**config.mk**
```make
export PLATFORM = sky130hd
export DESIGN_NAME = duty_slew_ctrl
export DESIGN_NICKNAME = d
export VERILOG_FILES = /design/src/rtl/duty_slew_ctrl.sv
export SDC_FILE = /design/constraint.sdc
export NUM_CORES = 1
export LEC_CHECK = 0
export ABC_CLOCK_PERIOD_IN_PS = 4800
export BUFFER_PORTS_ARGS = -buffer_cell sky130_fd_sc_hd__buf_2
export CAP_MARGIN = 0
export CORE_UTILIZATION = 63
export CTS_CLUSTER_SIZE = 16
export DETAILED_ROUTE_END_ITERATION = 8
export PLACE_DENSITY = 0.9
export REMOVE_ABC_BUFFERS = 1
export SLEW_MARGIN = 15
export SYNTH_ARGS = -nofsm -noshare
export SYNTH_HDL_FRONTEND = slang
export SYNTH_SLANG_ARGS = --single-unit
```
**constraint.sdc**
```tcl
create_clock -name clk -period 4.8 [get_ports clk]
set_input_delay 0.96 -clock clk [delete_from_list [all_inputs] [get_ports clk]]
set_output_delay 0.96 -clock clk [all_outputs]
set_load 0.02 [all_outputs]
```
**src/rtl/duty_slew_ctrl.sv**
```systemverilog
// duty_slew_ctrl: feeds the 8-bit PWM generator.
// It accepts a target duty over a valid/ready handshake. It then slews the
// applied duty toward that target by at most STEP per 256-clock PWM period.
// The duty register changes only on the PWM period boundary, so the PWM
// never sees a mid-period change. The estop input overrides everything and
// forces duty to 0.
//
// Handshake: a target transfers on a rising clk edge where tgt_vld and
// tgt_rdy are both high. tgt_rdy is combinational and is high only in IDLE
// with estop low. The producer must hold tgt_duty stable while tgt_vld is
// high and tgt_rdy is low.
module duty_slew_ctrl #(
   parameter int STEP = 8
) (
   input  logic       clk,
   input  logic       rst_n,
   input  logic [7:0] tgt_duty,
   input  logic       tgt_vld,
   output logic       tgt_rdy,
   input  logic       estop,
   output logic [7:0] duty,
   output logic       ramping,
   output logic       done
);

   typedef enum logic [1:0] {
      IDLE = 2'd0,
      RAMP = 2'd1,
      STOP = 2'd2
   } state_t;

   localparam logic [8:0] STEP9 = 9'(STEP);
   localparam logic [7:0] STEP8 = 8'(STEP);

   state_t     state;
   logic [7:0] target;
   logic [7:0] cnt;
   logic       upd;
   logic [8:0] diff;
   logic [8:0] mag;

   // PWM period counter; it shares rst_n with the PWM so both stay aligned
   always_ff @(posedge clk or negedge rst_n) begin
      if (!rst_n) begin
         cnt <= 8'd0;
      end else begin
         cnt <= cnt + 8'd1;
      end
   end

   // Distance to target as a 9-bit two's complement value, plus its magnitude
   always_comb begin
      upd  = (cnt == 8'hFF);
      diff = {1'b0, target} - {1'b0, duty};
      mag  = diff[8] ? (~diff + 9'd1) : diff;
   end

   // Handshake and status outputs are decoded straight from the state register
   always_comb begin
      tgt_rdy = (state == IDLE) && !estop;
      ramping = (state == RAMP);
   end

   // Control FSM; estop has top priority, duty only moves on the upd edge
   always_ff @(posedge clk or negedge rst_n) begin
      if (!rst_n) begin
         state  <= IDLE;
         duty   <= 8'd0;
         target <= 8'd0;
         done   <= 1'b0;
      end else begin
         done <= 1'b0;
         if (estop) begin
            state  <= STOP;
            duty   <= 8'd0;
            target <= 8'd0;
         end else begin
            case (state)
               IDLE: begin
                  if (tgt_vld) begin
                     target <= tgt_duty;
                     if (tgt_duty == duty) begin
                        done <= 1'b1;
                     end else begin
                        state <= RAMP;
                     end
                  end
               end
               RAMP: begin
                  if (upd) begin
                     // The last step is clamped to the target, so duty can never wrap
                     if (mag <= STEP9) begin
                        duty  <= target;
                        done  <= 1'b1;
                        state <= IDLE;
                     end else if (diff[8]) begin
                        duty <= duty - STEP8;
                     end else begin
                        duty <= duty + STEP8;
                     end
                  end
               end
               STOP: begin
                  state <= IDLE;
               end
               default: begin
                  state <= IDLE;
               end
            endcase
         end
      end
   end

endmodule
```
## Yosys cells after proc, flatten, opt, wreduce, memory -nomap -nowiden

Cells that the tools add are included.

- $add $sub $neg: 5
- Magnitude comparators: 1
- Equality and inequality tests: 7
- Mux-type cells: 21
- Bitwise logic cells: 1
- Reductions and logical operators: 10

Operator list:

| operator | count |
|---|---|
| 8-bit two-way mux | 8 |
| 2-bit two-way mux | 5 |
| 9-bit by 1-bit adder with 9-bit output (second input constant) | 1 |
| 9-bit by 4-bit less-or-equal comparator with 1-bit output (second input constant) | 1 |
| 9-bit two-way mux | 1 |
| 9-bit inverter | 1 |
| 8-bit by 8-bit subtractor with 9-bit output | 1 |
| 8-bit by 1-bit adder with 8-bit output (second input constant) | 1 |
| 8-bit by 4-bit adder with 8-bit output (second input constant) | 1 |
| 8-bit equality test | 1 |
| 8-bit equality test (second input constant) | 1 |
| 2-bit nonzero test | 4 |
| 8-bit by 4-bit subtractor with 8-bit output (second input constant) | 1 |
| 3-bit by 2-bit inequality test with 1-bit output (second input constant) | 2 |
| 3-bit inequality test (second input constant) | 2 |
| 1-bit two-way mux | 5 |
| 2-bit one-hot mux with 2 select lines | 1 |
| 2-bit AND reduction | 2 |
| 4-bit AND reduction | 1 |
| 2-bit by 1-bit equality test with 1-bit output (second input constant) | 1 |
| 2-bit zero test | 1 |
| 1-bit one-hot mux with 2 select lines | 1 |
| 1-bit logical AND | 1 |
| 1-bit zero test | 1 |

- Register bits: 27
- Bits of input ports: 12
- Output and inout port bits: 11
- Logic and storage cells: 50

## Longest topological paths before layout

- Depth after elaboration: 9
- Gate-level depth with buffers: 15
- Depth with buffers taken out: 15

## Least setup slack after synthesis

No wires, ideal clock.

- Path type: register to register
- Start point: reg duty[3]
- End point: reg duty[7]
- Setup time: 0.082 ns
- Arrival time: 3.175 ns
- Required time: 4.718 ns
- Path slack: 1.543 ns
- Cell stages (with the launch flop): 15
- Buffers on the path: 1
- Clock period less this slack: 3.257 ns
- Path through: dfrtp_1 inv_1 ha_1 buf_2 and3_1 a221oi_1 a21oi_1 inv_1 ha_1 a21o_1 a21oi_1 xnor2_1 or3_1 a21o_1 a31oi_1

- Longest elaborated chain between the ends: 9
- Elaborated cells between the ends (all ways): 12
- Classes of those cells: add/sub (4); order compare (1); mux (6); bitwise (1)

RTL lines:

| what | line | source |
|---|---|---|
| start: declaration | 21 | `output logic [7:0] duty,` |
| start signal: assignment | 93 | `duty <= target;` |
| start signal: assignment | 97 | `duty <= duty - STEP8;` |
| start signal: assignment | 99 | `duty <= duty + STEP8;` |
| 8-bit by 8-bit subtractor with 9-bit output | 54 | `diff = {1'b0, target} - {1'b0, duty};` |
| 9-bit inverter | 55 | `mag = diff[8] ? (~diff + 9'd1) : diff;` |
| 9-bit by 1-bit adder with 9-bit output | 55 |  |
| 9-bit two-way mux | 55 |  |
| 9-bit by 4-bit less-or-equal comparator with 1-bit output | 92 | `if (mag <= STEP9) begin` |
| 8-bit two-way mux * | 92 |  |
| 8-bit two-way mux * | 90 | `if (upd) begin` |
| 8-bit two-way mux * | 78 | `case (state)` |
| 8-bit two-way mux * | 73 | `if (estop) begin` |

Every way passes the cells marked *; elsewhere a longest branch is shown, timed or not. The select of a mux whose other input is x is not followed.
A chain may end at the register's enable or synchronous reset.

## Final worst setup path

- Start point: reg target[0]
- End point: reg duty[5]

- Longest elaborated chain between the ends: 9
- Elaborated cells between the ends (all ways): 10
- Classes of those cells: add/sub (2); order compare (1); mux (6); bitwise (1)

RTL lines:

| what | line | source |
|---|---|---|
| start: declaration | 36 | `logic [7:0] target;` |
| start signal: assignment | 81 | `target <= tgt_duty;` |
| 8-bit by 8-bit subtractor with 9-bit output * | 54 |  |
| 9-bit inverter | 55 |  |
| 9-bit by 1-bit adder with 9-bit output | 55 |  |
| 9-bit two-way mux | 55 |  |
| 9-bit by 4-bit less-or-equal comparator with 1-bit output | 92 |  |
| 8-bit two-way mux * | 92 |  |
| 8-bit two-way mux * | 90 |  |
| 8-bit two-way mux * | 78 |  |
| 8-bit two-way mux * | 73 |  |

Marks and branches as above.

==> results.md <==
* Initial Util at 66.6%
* First-pass GRT wire length at approximately 7100 um
* Dpl ws at approximately 1.3 ns
* Row count at 20
* Die width at 59.0 um
* DRT iter0 DRCs at 56
* Final wirelength at between 4000 and 5000 um
* Synth area leader: dfrtp_1
* Measured slew at the worst slew-check pin at between 0.6 and 0.7 ns
* Ys flop type: dfrtp_1
* ANT cells at 0
* Fmax at 279 MHz
* Post-synthesis xor/xnor area fraction at 10.3%
* Post-CTS setup buffer count at 0
* Minimum clock period at ~3.6 ns
* Clock Pin Slew Worst Setup and Hold Paths at about 0.15 ns
* Leakage power at 0.00102 uW
* Initial antenna violation count at 0
* Top cell type's share of synthesized area at between 30% and 40%
* Slew Limit Fails at 0
* HP Class: flop to flop
* Period utilisation layout at 74.6%
* Layout cell share with drive strength beyond 1 at between 10% and 20%
* Num Clock Sinks at 27
* Fin. Hold Viols at 0
* Dpl hpwl at 3290 um
* Clock root buffer: clkbuf_4
* Slew margin rel. at between 50% and 60%
* WL per Instance at 14.8 um
* Post-Synth Adder-Cell Area at 9.89%
* Post-synth EDFFs at 0
* Num ports at 23
* Status: complete, no violations
* Max rail drop VDD at 0.000205 V
* Later-pin clock latency in the skew report at 0.34 ns
* CP arrival at about 3.8 ns
* Vias at about 1700
* PD cells at 223 nW/um2
* Final GP Congestion at 0.908
* Hold WS at 0.479 ns
* Grt ovf at 0
* Max cap viols at 0
* Post-Syn Area at 2050 um2
* Die area at 3490 um2
* YS warnings at 0
* Total Negative Setup Slacks at 0 ns
* Routed Antenna Nets at 0
* CP required at a little over 5 ns
* Dpl cell area at 2180 um2
* GRT Util Overall at approximately 27%
* CP Launch Type: flop
* Largest cells by area after synthesis: dfrtp_1, ha_1, xor2_1
* Post-CTS resize count at 0
* Area Overhead vs Synth at 7.75%
* Pin count of the biggest net entering global routing at 28
* Die Y at about 60 um
* Largest family of logic cells by synthesized area: compound AO/OA/AOI/OAI gates
* CP endpoint kind: flop
* Final setup viols at 0
* Post-CTS Hold Fix Bufs at 0
* Clk buf depth at 2
* Crit path kind: flop to flop
* H-tree Lvls at 1
* Setup ws final at 1.22 ns
* RSZ-0062 raised after global routing: false
* Fin area at 2210 um2
* Synth cell types at 52
* Avg Vias per Cell at 5.92
* Compound-Gate Fraction of Synth Area at 19.4%
* Syn Area/Cell at 9.19 um2
* DRT Pass-1 Iters at 4
* Worst Skew at between 0.006 and 0.007 ns
* Synth Area in Simple Gates at 17.3%
* Ys async rst share at 100%
* Post-Synthesis Cells at between 200 and 250
* Crit path max fanout at 16
* Final net count at roughly 270
* Port bufs at 22
* Mux share of post-synthesis cell area at just under 5%
* CTS buffer count at 3
* # DRC at 0
* Number of global-route vias before repair at 1613
* CTS tree: yes
* Seq cells post-synth at 27
* Core Area at 3080 um2
* Register area share after synthesis at 33.0%
[sequential cells by signal, indices dropped and copies added (netlist names)]
register,flops
cnt,8
state,2
target,8
done,1
duty,8
[synth_stat cells (3+ instances only)]
master	number
xor2_1	14
or3_1	4
ha_1	13
nor2_1	18
clkbuf_1	5
o21ai_0	6
a31oi_1	4
xnor2_1	10
and3_1	4
inv_1	17
a21o_1	8
a21oi_1	12
mux2i_1	9
nand3_1	14
nor4_1	3
nor3_1	4
nand2_1	9
dfrtp_1	27
[final cells by class]
class | instances | area [um2]
clock inverter | 1 | 7.51
sequential | 27 | 676
tap | 44 | 55.1
timing repair buffer | 23 | 118
inverter | 17 | 63.8
clock buffer | 3 | 22.5
multi-input combinational | 170 | 1270
fill | 233 | 870
[per-stage QoR]
step	utilization, %	power [uW]	std cells
final	71.7	492	285
after global routing	71.7	518	285
after CTS	71.7	492	285
after detailed placement	70.8	391	281
after global placement	70.8	388	281
after floorplan	-	353	214
[layout by cell type, fill, tap and decap left out, types with 3 or more instances in the layout]
cell type / Yosys / final
o21ai_0: 6 / 6
or3_1: 4 / 4
dfrtp_1: 27 / 27
nor2_1: 18 / 18
a21oi_1: 12 / 12
ha_1: 13 / 13
mux2i_1: 9 / 9
inv_1: 17 / 17
buf_2: 2 / 22
xnor2_1: 10 / 10
a21o_1: 8 / 8
nand2_1: 9 / 9
a31oi_1: 4 / 4
xor2_1: 14 / 14
nor4_1: 3 / 3
nand3_1: 14 / 14
nor3_1: 4 / 4
and3_1: 4 / 4
clkbuf_4: 0 / 3
[worst max-delay path, cell delays in order, from the launching register on]
cell and delay [ns]:
dfrtp_1 0.41, inv_1 0.08, ha_1 0.19, inv_1 0.06, fa_1 0.42, inv_1 0.08
ha_1 0.22, inv_1 0.07, nor4_1 0.33, o32ai_1 0.12, a2111oi_0 0.42, o31ai_1 0.17
a2bb2oi_4 0.43, mux2i_1 0.15, a211oi_1 0.32
[final timing paths]
check / start / to / slack (ns) / cells after the start
worst min register to register: cnt[0] / cnt[0] / 0.48 / 1
worst max register to register: target[0] / duty[5] / 1.22 / 14
worst max-delay path: target[0] / duty[5] / 1.22 / 14
worst min-delay path: cnt[0] / cnt[0] / 0.48 / 1
max in group asynchronous: rst_n / state[1] / 3.81 / 1
min in group asynchronous: rst_n / duty[0] / 0.59 / 1
[logic make-up after synthesis]
group	after synthesis
fa+ha+maj	15
compound gates	52
flops	27
simple gates	69
mux	10
xor+xnor	24
buf+inv	26
[report_power, final]
group | internal [uW] | leakage, uW | switching [uW] | total (uW)
sequential | 231 | 0.000357 | 3.97 | 235
combinational | 62.8 | 0.000645 | 90.3 | 153
clock | 32.0 | 0.0000139 | 71.3 | 103
[metal layers]
metal / GRT usage (%) / wire length, um / up-vias
met4: 9.52 / 50 / 0
li1: - / - / 833
met2: 45.3 / 2070 / 42
met3: 3.06 / 204 / 6
met1: 37.6 / 1880 / 805
met5: 0 / 0 / -
(Power assumes the default switching activity.)
